### config.mk
export PLATFORM = sky130hd
export DESIGN_NAME = inst_sequencer
export DESIGN_NICKNAME = d
export VERILOG_FILES = /design/src/rtl/inst_sequencer.sv
export SDC_FILE = /design/constraint.sdc
export NUM_CORES = 1
export LEC_CHECK = 0
export ABC_AREA = 1
export CORE_MARGIN = 2
export CORE_UTILIZATION = 44
export CTS_CLUSTER_DIAMETER = 200
export CTS_CLUSTER_SIZE = 25
export DETAILED_ROUTE_END_ITERATION = 10
export PLACE_DENSITY = 0.79
export SYNTH_ARGS = -nofsm -noshare
export SYNTH_HDL_FRONTEND = slang
export SYNTH_SLANG_ARGS = --single-unit
### constraint.sdc
create_clock -name clk -period 1.7 [get_ports clk]
set_input_delay 0.34 -clock clk [delete_from_list [all_inputs] [get_ports clk]]
set_output_delay 0.34 -clock clk [all_outputs]
set_load 0.01 [all_outputs]
### src/rtl/inst_sequencer.sv
// inst_sequencer: program sequencer for the accelerator.
// Fetches 32-bit instructions, runs NOP/REPEAT/JUMP internally and issues
// MATMUL/ACCMOV/FLUSHBUFFER commands over a valid/ready channel.
// Optional build macro SEQ_STRIDE_EN: repeated MATMUL/ACCMOV commands advance
// their x/w addresses by STRIDE on every repeated handshake.
module inst_sequencer #(
    parameter int IADDR_W = 14,
    parameter int REP_W   = 12,
    parameter int STRIDE  = 1
) (
    input  logic               clk,
    input  logic               rst_n,
    input  logic               start,
    input  logic [IADDR_W-1:0] start_addr,
    input  logic               abort,
    output logic               imem_en,
    output logic [IADDR_W-1:0] imem_addr,
    input  logic [31:0]        imem_rdata,
    output logic               cmd_valid,
    input  logic               cmd_ready,
    output logic [3:0]         cmd_op,
    output logic [11:0]        cmd_x_addr,
    output logic [11:0]        cmd_w_addr,
    output logic [27:0]        cmd_len,
    output logic [4:0]         cmd_act_mask,
    output logic               busy,
    output logic               halted,
    output logic               error,
    output logic [IADDR_W-1:0] pc
);

    localparam logic [2:0] S_IDLE   = 3'd0;
    localparam logic [2:0] S_FETCH  = 3'd1;
    localparam logic [2:0] S_DECODE = 3'd2;
    localparam logic [2:0] S_ISSUE  = 3'd3;
    localparam logic [2:0] S_HALT   = 3'd4;
    localparam logic [2:0] S_ERROR  = 3'd5;

    localparam logic [3:0] OP_NOP    = 4'd0;
    localparam logic [3:0] OP_MATMUL = 4'd1;
    localparam logic [3:0] OP_REPEAT = 4'd2;
    localparam logic [3:0] OP_ACCMOV = 4'd3;
    localparam logic [3:0] OP_FLUSH  = 4'd4;
    localparam logic [3:0] OP_JUMP   = 4'd14;

`ifdef SEQ_STRIDE_EN
    // Address advance applied on each repeated handshake.
    localparam logic [11:0] STRIDE_STEP = 12'(STRIDE);
`else
    // Striding disabled: repeated commands carry identical fields.
    localparam logic [11:0] STRIDE_STEP = 12'(STRIDE) & 12'h000;
`endif

    logic [2:0]         state_q, state_d;
    logic [IADDR_W-1:0] pc_q, pc_d;
    logic [REP_W-1:0]   rep_cnt_q, rep_cnt_d;
    logic               rep_armed_q, rep_armed_d;
    logic [3:0]         op_q, op_d;
    logic [11:0]        x_q, x_d;
    logic [11:0]        w_q, w_d;
    logic [27:0]        len_q, len_d;
    logic [4:0]         mask_q, mask_d;

    logic [3:0]         ins_op;
    logic [IADDR_W-1:0] jump_tgt;
    logic [REP_W-1:0]   rep_len;
    logic [IADDR_W-1:0] pc_inc;

    assign ins_op   = imem_rdata[31:28];
    assign jump_tgt = imem_rdata[14 +: IADDR_W];
    assign rep_len  = imem_rdata[16 +: REP_W];
    assign pc_inc   = pc_q + IADDR_W'(1);

    // Next-state, program-counter, repeat and command-field logic.
    always_comb begin
        state_d     = state_q;
        pc_d        = pc_q;
        rep_cnt_d   = rep_cnt_q;
        rep_armed_d = rep_armed_q;
        op_d        = op_q;
        x_d         = x_q;
        w_d         = w_q;
        len_d       = len_q;
        mask_d      = mask_q;

        if (abort) begin
            // Abort wins over everything, including a same-cycle handshake.
            state_d     = S_IDLE;
            rep_armed_d = 1'b0;
        end else begin
            case (state_q)
                S_IDLE, S_HALT, S_ERROR: begin
                    if (start) begin
                        state_d     = S_FETCH;
                        pc_d        = start_addr;
                        rep_armed_d = 1'b0;
                    end
                end
                S_FETCH: state_d = S_DECODE;
                S_DECODE: begin
                    case (ins_op)
                        OP_NOP: begin
                            pc_d    = pc_inc;
                            state_d = S_FETCH;
                        end
                        OP_REPEAT: begin
                            if (rep_armed_q) begin
                                state_d = S_ERROR;
                            end else begin
                                rep_cnt_d   = rep_len;
                                rep_armed_d = 1'b1;
                                pc_d        = pc_inc;
                                state_d     = S_FETCH;
                            end
                        end
                        OP_JUMP: begin
                            if (rep_armed_q) begin
                                state_d = S_ERROR;
                            end else if (jump_tgt == pc_q) begin
                                state_d = S_HALT;
                            end else begin
                                pc_d    = jump_tgt;
                                state_d = S_FETCH;
                            end
                        end
                        OP_MATMUL, OP_ACCMOV, OP_FLUSH: begin
                            if (rep_armed_q && (rep_cnt_q == '0)) begin
                                // REPEAT 0 swallows this instruction.
                                rep_armed_d = 1'b0;
                                pc_d        = pc_inc;
                                state_d     = S_FETCH;
                            end else begin
                                state_d = S_ISSUE;
                                op_d    = ins_op;
                                x_d     = (ins_op == OP_FLUSH) ? 12'd0 : imem_rdata[27:16];
                                w_d     = (ins_op == OP_MATMUL) ? imem_rdata[15:4] : 12'd0;
                                mask_d  = (ins_op == OP_ACCMOV) ? imem_rdata[10:6] : 5'd0;
                                case (ins_op)
                                    OP_ACCMOV: len_d = {23'd0, imem_rdata[15:11]};
                                    OP_FLUSH:  len_d = imem_rdata[27:0];
                                    default:   len_d = 28'd0;
                                endcase
                            end
                        end
                        default: state_d = S_ERROR;
                    endcase
                end
                S_ISSUE: begin
                    if (cmd_ready) begin
                        if (rep_armed_q && (rep_cnt_q > REP_W'(1))) begin
                            rep_cnt_d = rep_cnt_q - REP_W'(1);
                            x_d = x_q + ((op_q == OP_FLUSH) ? 12'd0 : STRIDE_STEP);
                            w_d = w_q + ((op_q == OP_MATMUL) ? STRIDE_STEP : 12'd0);
                        end else begin
                            rep_armed_d = 1'b0;
                            pc_d        = pc_inc;
                            state_d     = S_FETCH;
                        end
                    end
                end
                default: state_d = S_IDLE;
            endcase
        end
    end

    // State and datapath registers with asynchronous active-low reset.
    always_ff @(posedge clk or negedge rst_n) begin
        if (!rst_n) begin
            state_q     <= S_IDLE;
            pc_q        <= '0;
            rep_cnt_q   <= '0;
            rep_armed_q <= 1'b0;
            op_q        <= 4'd0;
            x_q         <= 12'd0;
            w_q         <= 12'd0;
            len_q       <= 28'd0;
            mask_q      <= 5'd0;
        end else begin
            state_q     <= state_d;
            pc_q        <= pc_d;
            rep_cnt_q   <= rep_cnt_d;
            rep_armed_q <= rep_armed_d;
            op_q        <= op_d;
            x_q         <= x_d;
            w_q         <= w_d;
            len_q       <= len_d;
            mask_q      <= mask_d;
        end
    end

    assign imem_en      = (state_q == S_FETCH);
    assign imem_addr    = pc_q;
    assign cmd_valid    = (state_q == S_ISSUE);
    assign cmd_op       = op_q;
    assign cmd_x_addr   = x_q;
    assign cmd_w_addr   = w_q;
    assign cmd_len      = len_q;
    assign cmd_act_mask = mask_q;
    assign busy         = (state_q == S_FETCH) || (state_q == S_DECODE) || (state_q == S_ISSUE);
    assign halted       = (state_q == S_HALT);
    assign error        = (state_q == S_ERROR);
    assign pc           = pc_q;

endmodule

==> qor.yml <==
outcome:
  status: "finished with violations"
  violations: "negative setup slack"
cts:
  ctsRootBufferMaster: "clkbuf_16"
  ctsHtreeMaxLevel: 3
  clk_pin_slew_ps: 70
  clock_path_buffers: 2
  cts.sinks: 91
  cts_tree: "yes"
  cts_buffers: 9
  clock_latency_ps: 350
  cts_hold_buf: 0
setup_path:
  worst_setup_path_end_kind: "flip-flop"
  r2r_setup_slack_ps: -70
  crit_type: "flip-flop to flip-flop"
  reg2reg_depth: 11
  path_cells: "inv_2 > nand2_4 > nor2_4 > inv_2 > a21oi_4 > nand2_4 > nor2_4 > buf_12 > clkbuf_16 > nand3_1 > nand2_1"
  max_stage_delay_ps: 420
  cp_max_fo: 11
  crit_path_top_delay_cell: "dfrtp_1"
  cp_data_required_time_ps: 1990
  cp.arrival_ps: 2050
  timing.rr.start: "state_q[2]"
  timing.rr.end: "cmd_len[19]"
  worstSetupStartpointType: "flip-flop"
sta:
  fin_worst_hold_slack_ps: 16.57
  period_needed_ps: 1766
  tightest_slew_ps: 498.2
  fmax_mhz: 566.1
  relSlewSlack_pct: 66.78
  slew_violations: 0
  setup_viol: 66
  finalHoldViolations: 0
  worst_slack_ps: -66.46
  fin_skew_ps: 7.521
  rsz0062_at_grt: "true"
  finalCritPeriodShare_pct: 103.9
layout:
  nFillCells: 884
  most-common-layout-cells: "nand2_1 (241), buf_4 (107), clkdlybuf4s50_1 (94)"
  fin_area_um2: 8532
  drive_gt1_share_pct: 23.99
  layout_commonest_cell: "nand2_1"
  syn2layout_area_growth_pct: 57.81
  seqCellArea_um2: 2282
  fin_nets: 1062
  multiInputGateArea_um2: 2945
  post-route-util_pct: 71.03
placed_design:
  portBuffers: 144
  hpwl_um: 12840
  routabilityCongestion: 0.9925
  place_area_um2: 7517
logic_synthesis:
  syn_nets: 828
  syn_inst: 774
  synth.area.top_cells: "dfrtp_1 (42%), nand2_1 (18%), nand3_1 (9.3%)"
  ys_seq_elements: 91
  yosysSeqAreaShare_pct: 42.12
  avgSynthCellArea_um2: 6.985
  synth_cell_types: 34
  synth-warning-count: 0
  netlist.area_leader.share_pct: 42.12
  netlist_area_um2: 5406
  synth_area_leader_cell: "dfrtp_1"
global_route:
  overflow: 0
  grt_antenna_before_repair: 1
  grt_pass1_wl_um: 28860
  first_global_vias: 5715
  grt_use_total_pct: 27.55
  grt_max_degree: 92
power_and_ir_drop:
  peakVddDrop_uv: 646.5
  power.leakage_nw: 4.464
  p_total_mw: 10.24
  pwr_density_cell_nw_per_um2: 1200
die:
  die_x_um: 114.9
  start_util_pct: 45.01
  die_area_um2: 13190
  core_area_um2: 12010
  ioPinCount: 145
  die_h_um: 114.9
  rows: 40
drt:
  via_per_inst: 5.519
  first_iter_violations: 674
  vias: 6408
  postRouteAntennaNets: 0
  drtPass1Iterations: 5
  wirelength_um: 20250
  drc: 0
  routedWlPerCell_um: 17.44
hold_path:
  holdCritPathClass: "primary input to asynchronous set/reset pin"
run:
  cap_violations: 0
-- where the power goes --
group | leakage, nW | total, mW | internal (mW) | switching (mW)
combinational | 3.12 | 5.16 | 2.37 | 2.79
clock | 0.135 | 2.05 | 1.03 | 1.01
sequential | 1.20 | 3.03 | 2.66 | 0.373
total | 4.46 | 10.2 | 6.06 | 4.18
-- synthesized netlist by cell type, drive strengths merged --
| library cell | count |
|---|---|
| nand3 | 102 |
| nor2 | 50 |
| o21ai | 92 |
| nand4 | 7 |
| xor2 | 4 |
| o21bai | 4 |
| a22o | 3 |
| a21oi | 13 |
| o21a | 3 |
| o221ai | 1 |
| dfrtp | 91 |
| xnor2 | 2 |
| nand2 | 262 |
| o311ai | 1 |
| inv | 71 |
| ha | 3 |
| a22oi | 1 |
| nor3 | 7 |
| buf | 32 |
| clkbuf | 18 |
| and3 | 1 |
| o211ai | 4 |
| o22ai | 2 |
-- critical path: cells and delay by family (launching register included) --
family          cells  cell delay (ps)
simple gates        6              620
buf+inv             4              520
flops               1              420
compound gates      1              130
-- cell type report --
cell class	instances	area share, %
Multi-Input combinational cell	563	34.52
Timing Repair Buffer	270	29.62
Sequential cell	91	26.75
Inverter	71	3.314
Clock buffer	9	2.640
Tap cell	147	2.156
Clock inverter	7	0.8212
Timing Repair inverter	2	0.1466
Antenna cell	1	0.02933
-- timing repair --
action,in CTS,in global routing
pin swaps,0,6
resized for setup,65,110
endpoints found under the setup margin,91,103
cloned,0,9
buffers inserted,16,8
-- how the worst max path moves through the flow --
stage                   startpoint             to  cells past startpoint
global placement    imem_rdata[31]  rep_cnt_q[11]                     10
CTS                     state_q[1]        imem_en                      5
finish                  state_q[2]    cmd_len[19]                     11
detailed placement  imem_rdata[31]  rep_cnt_q[11]                     10
global route            state_q[2]    cmd_len[19]                     11
floorplan             rep_cnt_q[0]   imem_addr[7]                     12
-- layer usage --
layer	wire length (um)	vias up	global-route usage, %
li1	-	2969	-
met3	1918	52	4.428
met1	8091	3023	39.30
met4	557	2	8.434
met2	9669	362	43.33
met5	13	-	0
-- per-stage QoR --
step / setup TNS [ps] / cells / setup WS [ps]
CTS: -49.70 / 1144 / -11.76
detailed placement: -32270 / 1112 / -472.0
finish: -2184 / 1161 / -66.46
global route: -7859 / 1160 / -152.4
floorplan: 0 / 774 / 3.388
global placement: -28220 / 1112 / -400.9
-- sequential cells by signal, indices dropped and copies added, names as in the netlist --
name,count
cmd_act_mask,5
cmd_len,28
cmd_op,4
cmd_w_addr,12
cmd_x_addr,12
imem_addr,14
rep_armed_q,1
rep_cnt_q,12
state_q,3
-- cell families after synthesis --
| family | after synthesis | synth area share (%) |
|---|---|---|
| fa+ha+maj | 3 | 0.6944 |
| flops | 91 | 42.12 |
| buf+inv | 121 | 10.30 |
| compound gates | 124 | 12.50 |
| simple gates | 429 | 33.42 |
| xor+xnor | 6 | 0.9720 |
No activity file was read; power rests on OpenSTA's default activity.
